--- src/rtl/tmr_alu_voted_core.sv ---
// Triple-modular-redundant ALU: serial frame loader, three isolated replica datapaths,
// registered bitwise majority vote with per-replica error flags and a saturating error counter.
module tmr_alu_voted_core #(
  parameter int WIDTH     = 16,
  parameter int ERR_CNT_W = 8
) (
  input  logic                 CLK,
  input  logic                 RST,
  input  logic                 DATA_IN,
  input  logic                 READY,
  input  logic                 CNT_CLR,
  input  logic [2:0]           FAULT_EN,
  input  logic [WIDTH-1:0]     FAULT_MASK,
  output logic                 BUSY,
  output logic                 OUT_VALID,
  output logic [WIDTH-1:0]     OUT,
  output logic [2*WIDTH-1:0]   OUT_MUL,
  output logic                 COUT,
  output logic [2:0]           REP_ERR,
  output logic                 MULTI_ERR,
  output logic [ERR_CNT_W-1:0] ERR_CNT
);
  localparam int FRAME_LEN = 2*WIDTH + 3;
  localparam int CW        = $clog2(FRAME_LEN);
  localparam int SHW       = $clog2(WIDTH);

  typedef enum logic [1:0] {IDLE, SHIFT, EXEC, VOTE} state_t;

  state_t                 state;
  logic [FRAME_LEN-1:0]   frame;
  logic [CW-1:0]          bit_cnt;

  logic [WIDTH-1:0]       rep_out [3];
  logic [2*WIDTH-1:0]     rep_mul [3];
  logic [2:0]             rep_c;

  logic [WIDTH-1:0]       v_out;
  logic [2*WIDTH-1:0]     v_mul;
  logic                   v_c;
  logic [2:0]             err;

  // Frame enters at the MSB and shifts down, so after FRAME_LEN bits bit 0 sits at frame[0].
  always_ff @(posedge CLK or posedge RST) begin
    if (RST) begin
      state   <= IDLE;
      frame   <= '0;
      bit_cnt <= '0;
      BUSY    <= 1'b0;
    end else begin
      unique case (state)
        IDLE: begin
          if (READY) begin
            frame   <= {DATA_IN, frame[FRAME_LEN-1:1]};
            bit_cnt <= CW'(1);
            state   <= SHIFT;
            BUSY    <= 1'b1;
          end
        end
        SHIFT: begin
          frame   <= {DATA_IN, frame[FRAME_LEN-1:1]};
          bit_cnt <= bit_cnt + CW'(1);
          if (bit_cnt == CW'(FRAME_LEN-1)) state <= EXEC;
        end
        EXEC: state <= VOTE;
        VOTE: begin
          state <= IDLE;
          BUSY  <= 1'b0;
        end
        default: state <= IDLE;
      endcase
    end
  end

  for (genvar g = 0; g < 3; g++) begin : g_rep
    logic [WIDTH-1:0]   a, b, r;
    logic [2:0]         op;
    logic [2*WIDTH-1:0] prod;
    logic               c;
    (* keep = "true" *) logic [WIDTH-1:0]   q_out;
    (* keep = "true" *) logic [2*WIDTH-1:0] q_mul;
    (* keep = "true" *) logic               q_c;

    assign a  = frame[WIDTH-1:0];
    assign b  = frame[2*WIDTH-1:WIDTH];
    assign op = frame[2*WIDTH+2:2*WIDTH];

    always_comb begin
      r    = '0;
      prod = '0;
      c    = 1'b0;
      case (op)
        3'b000:  {c, r} = {1'b0, a} + {1'b0, b};
        3'b001: begin
          r = a - b;
          c = (a < b);
        end
        3'b010:  r = a & b;
        3'b011:  r = a | b;
        3'b100:  r = a ^ b;
        3'b101:  r = ~a;
        3'b110:  r = a << b[SHW-1:0];
        default: begin
          prod = {{WIDTH{1'b0}}, a} * {{WIDTH{1'b0}}, b};
          r    = prod[WIDTH-1:0];
        end
      endcase
    end

    always_ff @(posedge CLK or posedge RST) begin
      if (RST) begin
        q_out <= '0;
        q_mul <= '0;
        q_c   <= 1'b0;
      end else if (state == EXEC) begin
        q_out <= FAULT_EN[g] ? (r ^ FAULT_MASK) : r;
        q_mul <= prod;
        q_c   <= c;
      end
    end

    assign rep_out[g] = q_out;
    assign rep_mul[g] = q_mul;
    assign rep_c[g]   = q_c;
  end

  always_comb begin
    v_out = (rep_out[0] & rep_out[1]) | (rep_out[0] & rep_out[2]) | (rep_out[1] & rep_out[2]);
    v_mul = (rep_mul[0] & rep_mul[1]) | (rep_mul[0] & rep_mul[2]) | (rep_mul[1] & rep_mul[2]);
    v_c   = (rep_c[0] & rep_c[1]) | (rep_c[0] & rep_c[2]) | (rep_c[1] & rep_c[2]);
    err   = '0;
    for (int unsigned i = 0; i < 3; i++) begin
      err[i] = (|(rep_out[i] ^ v_out)) | (|(rep_mul[i] ^ v_mul)) | (rep_c[i] ^ v_c);
    end
  end

  always_ff @(posedge CLK or posedge RST) begin
    if (RST) begin
      OUT_VALID <= 1'b0;
      OUT       <= '0;
      OUT_MUL   <= '0;
      COUT      <= 1'b0;
      REP_ERR   <= '0;
      MULTI_ERR <= 1'b0;
    end else begin
      OUT_VALID <= (state == VOTE);
      if (state == VOTE) begin
        OUT       <= v_out;
        OUT_MUL   <= v_mul;
        COUT      <= v_c;
        REP_ERR   <= err;
        MULTI_ERR <= (err[0] & err[1]) | (err[0] & err[2]) | (err[1] & err[2]);
      end
    end
  end

  // Clear takes priority over a same-cycle increment.
  always_ff @(posedge CLK or posedge RST) begin
    if (RST) begin
      ERR_CNT <= '0;
    end else if (CNT_CLR) begin
      ERR_CNT <= '0;
    end else if ((state == VOTE) && (err != 3'b000) && (ERR_CNT != '1)) begin
      ERR_CNT <= ERR_CNT + ERR_CNT_W'(1);
    end
  end
endmodule

--- config.mk ---
export PLATFORM = sky130hd
export DESIGN_NAME = tmr_alu_voted_core
export DESIGN_NICKNAME = d
export VERILOG_FILES = /design/src/rtl/tmr_alu_voted_core.sv
export SDC_FILE = /design/constraint.sdc
export NUM_CORES = 1
export LEC_CHECK = 0
export ABC_AREA = 1
export CORE_ASPECT_RATIO = 1.4
export CORE_MARGIN = 4
export CORE_UTILIZATION = 60
export CTS_BUF_LIST = sky130_fd_sc_hd__clkbuf_8
export CTS_CLUSTER_DIAMETER = 150
export DETAILED_ROUTE_END_ITERATION = 12
export PLACE_DENSITY_LB_ADDON = 0.1
export SLEW_MARGIN = 20
export SYNTH_ARGS = -nofsm -noshare
export SYNTH_HDL_FRONTEND = slang
export SYNTH_SLANG_ARGS = --single-unit
--- constraint.sdc ---
create_clock -name CLK -period 9 [get_ports CLK]
set_input_delay 1.35 -clock CLK [delete_from_list [all_inputs] [get_ports CLK]]
set_output_delay 1.35 -clock CLK [all_outputs]
set_load 0.02 [all_outputs]
==> impl_metrics.env <==
export IMPL_status="finished clean"
export IMPL_r2r_start="frame[7]"
export IMPL_fmax_ghz=0.156
export IMPL_start_util=0.613
export IMPL_yosysWarnings=0
export IMPL_power_mw=4.57
export IMPL_cp_start_kind="flip-flop"
export IMPL_htree_num_levels=4
export IMPL_cts_setup_buffers=0
export IMPL_tritoncts="done"
export IMPL_grt_pass1_vias=19700
export IMPL_gp_congestion=1.03
export IMPL_path_buf_inv=7
export IMPL_crit_family="adder cells"
export IMPL_io_buffers=86
export IMPL_numCtsBuffers=17
export IMPL_fp_dieH_um=230
export IMPL_placed_cells=3422
export IMPL_path_max_fanout=19
export IMPL_worst_slack_ns=2.60
export IMPL_clk_latency_ns=0.53
export IMPL_crit_required_ns=9.38
export IMPL_antenna_cells=0
export IMPL_leakagePower_nw=12.6
export IMPL_cts_buffer_depth=2
export IMPL_post_dp_cell_area_mm2=0.0221
export IMPL_dp_hpwl_um=51900
export IMPL_core_area_mm2=0.0343
export IMPL_min_from="g_rep[2].q_mul[14]"
export IMPL_rsz0062_at_grt="no"
export IMPL_die_area_mm2=0.0382
export IMPL_multi_input_area_mm2=0.0137
export IMPL_path_cells="ha_1 -> inv_1 -> fa_1 -> inv_1 -> fa_1 -> inv_1 -> fa_1 -> inv_1 -> fa_1 -> fa_1 -> inv_1 -> fa_1 -> inv_1 -> ha_1 -> nand2_1 -> inv_1 -> a21oi_1 -> nand3_1 -> nand2_1 -> nand2_1 -> a21o_1 -> o21ai_0 -> o21ai_0"
export IMPL_setup_tns_ns=0
export IMPL_pin_count=87
export IMPL_grt_pass1_wl_um=106000
export IMPL_finish_utilization=0.657
export IMPL_critPathArrivalTime_ns=6.78
export IMPL_power_density_mw_per_mm2=203
export IMPL_crit_top_cell="inv_1"
export IMPL_grt_use_total=0.348
export IMPL_finalHoldViolations=0
export IMPL_slew_headroom=0.323
export IMPL_rrSetupSlack_ns=2.60
export IMPL_cts_sinks=187
export IMPL_nFillCells=3074
export IMPL_regArea_mm2=0.00468
export IMPL_drt_pass1_iterations=8
export IMPL_period_share=0.711
export IMPL_clock_skew_ns=0.0314
export IMPL_slowest_delay_ns=0.94
export IMPL_crit_type="reg -> reg"
export IMPL_ff2ff_path_depth=23
export IMPL_final_cells=3454
export IMPL_setup_violations=0
export IMPL_first_iter_violations=1859
export IMPL_netlist_instances=2991
export IMPL_drive_gt1_frac=0.0263
export IMPL_detail_route_wl_per_cell_um=18.9
export IMPL_fin_area_mm2=0.0225
export IMPL_pre_cts_slack_ns=2.73
export IMPL_fin_crit_ns=6.40
export IMPL_worst_slew_pin_slew_ns=1.02
export IMPL_reg2reg_to="g_rep[2].q_mul[21]"
export IMPL_drc=0
export IMPL_maxSlewViolCount=0
export IMPL_netlist_area_mm2=0.0211
export IMPL_std_cell_rows=80
export IMPL_syn_avg_cell_area_um2=7.04
export IMPL_die_x_um=166
export IMPL_syn_to_final_growth_pct=7.11
export IMPL_hold_end="OUT_MUL[14]"
export IMPL_antenna_found_initial=0
export IMPL_holdWs_ns=0.474
export IMPL_worst_path_max_delay_cell="dfrtp_1"
export IMPL_worstSetupEndpointType="flip-flop"
export IMPL_min_path_cells=2
export IMPL_grt_overflow=0
export IMPL_viasPerCell=5.65
export IMPL_cts_resized=0
export IMPL_syn_num_nets=3371
export IMPL_vias=19500
export IMPL_nNetsFinal=3370
export IMPL_wirelength_um=65400
export IMPL_detail_route_antenna_nets=0
export IMPL_clk_pin_slew_ns=0.12
export IMPL_root_buffer="clkbuf_8"
export IMPL_max_cap_violations=0
export IMPL_min_path_type="reg -> reg"
export IMPL_grt_max_degree=115
export IMPL_vdd_drop_max_uv=197
export IMPL_cts_hold_fix_buffers=0
flip-flops by register name, indices dropped and copies added (netlist names):
name and cells:
BUSY 1, g_rep.q_mul 32, MULTI_ERR 1, OUT_VALID 1, g_rep.q_c 1, OUT 16, REP_ERR 3, COUT 1
ERR_CNT 8, frame 35, g_rep.q_out 48, bit_cnt 6, state 2, OUT_MUL 32
power breakdown:
part | internal, mW | switching [mW] | total, mW
registers | 1.03 | 0.354 | 1.39
logic | 0.776 | 1.81 | 2.58
clock network | 0.211 | 0.386 | 0.597
worst max path at each step:
stage / start / endpoint / cells past startpoint
final: frame[7] / g_rep[2].q_mul[21] / 23
after detailed placement: frame[5] / g_rep[1].q_out[12] / 23
after floorplan: RST / BUSY / 1
after global placement: frame[5] / g_rep[2].q_mul[24] / 23
after global routing: frame[7] / g_rep[2].q_mul[27] / 25
after CTS: frame[6] / g_rep[0].q_out[14] / 24
layout by cell type, fill, tap and decap left out, types with 4 or more instances in the layout:
master             n
a21o_1            10
a21oi_1           81
a31oi_1            6
buf_4             19
clkbuf_8          17
clkdlybuf4s50_1   86
clkinv_8           5
dfrtp_1          187
fa_1             196
ha_1             160
inv_1            579
inv_2              9
inv_8              5
nand2_1          922
nand3_1          173
nand3b_1           5
nand4_1           48
nor2_1           168
nor2_2             6
nor3_1            16
o211ai_1          13
o21ai_0          168
o21ai_1           16
o21bai_1          16
o22ai_1           25
o31ai_1            4
xnor2_1           11
xor2_1            24
worst register-to-register path: cells and delay by family, from the launching register on:
kind	cells	cell delay, ns
buffers and inverters	7	0.44
adders and majority gates	8	3.65
AOI/OAI and AO/OA	4	0.79
DFF	1	0.94
and+or+nand+nor	4	0.45
cell type report:
| cell class | count | area share |
|---|---|---|
| multi-input combinational | 2090 | 0.606 |
| sequential | 187 | 0.208 |
| inverter | 589 | 0.0984 |
| timing repair buffer | 105 | 0.0445 |
| tap | 451 | 0.0250 |
| clock buffer | 17 | 0.0104 |
| clock inverter | 15 | 0.00771 |
per-layer routing:
layer	track usage	wire length [um]
met1	0.439	25900
met2	0.583	31000
met3	0.0519	4710
met4	0.179	3760
met5	0	0
No activity file was read; power rests on OpenSTA's default activity.
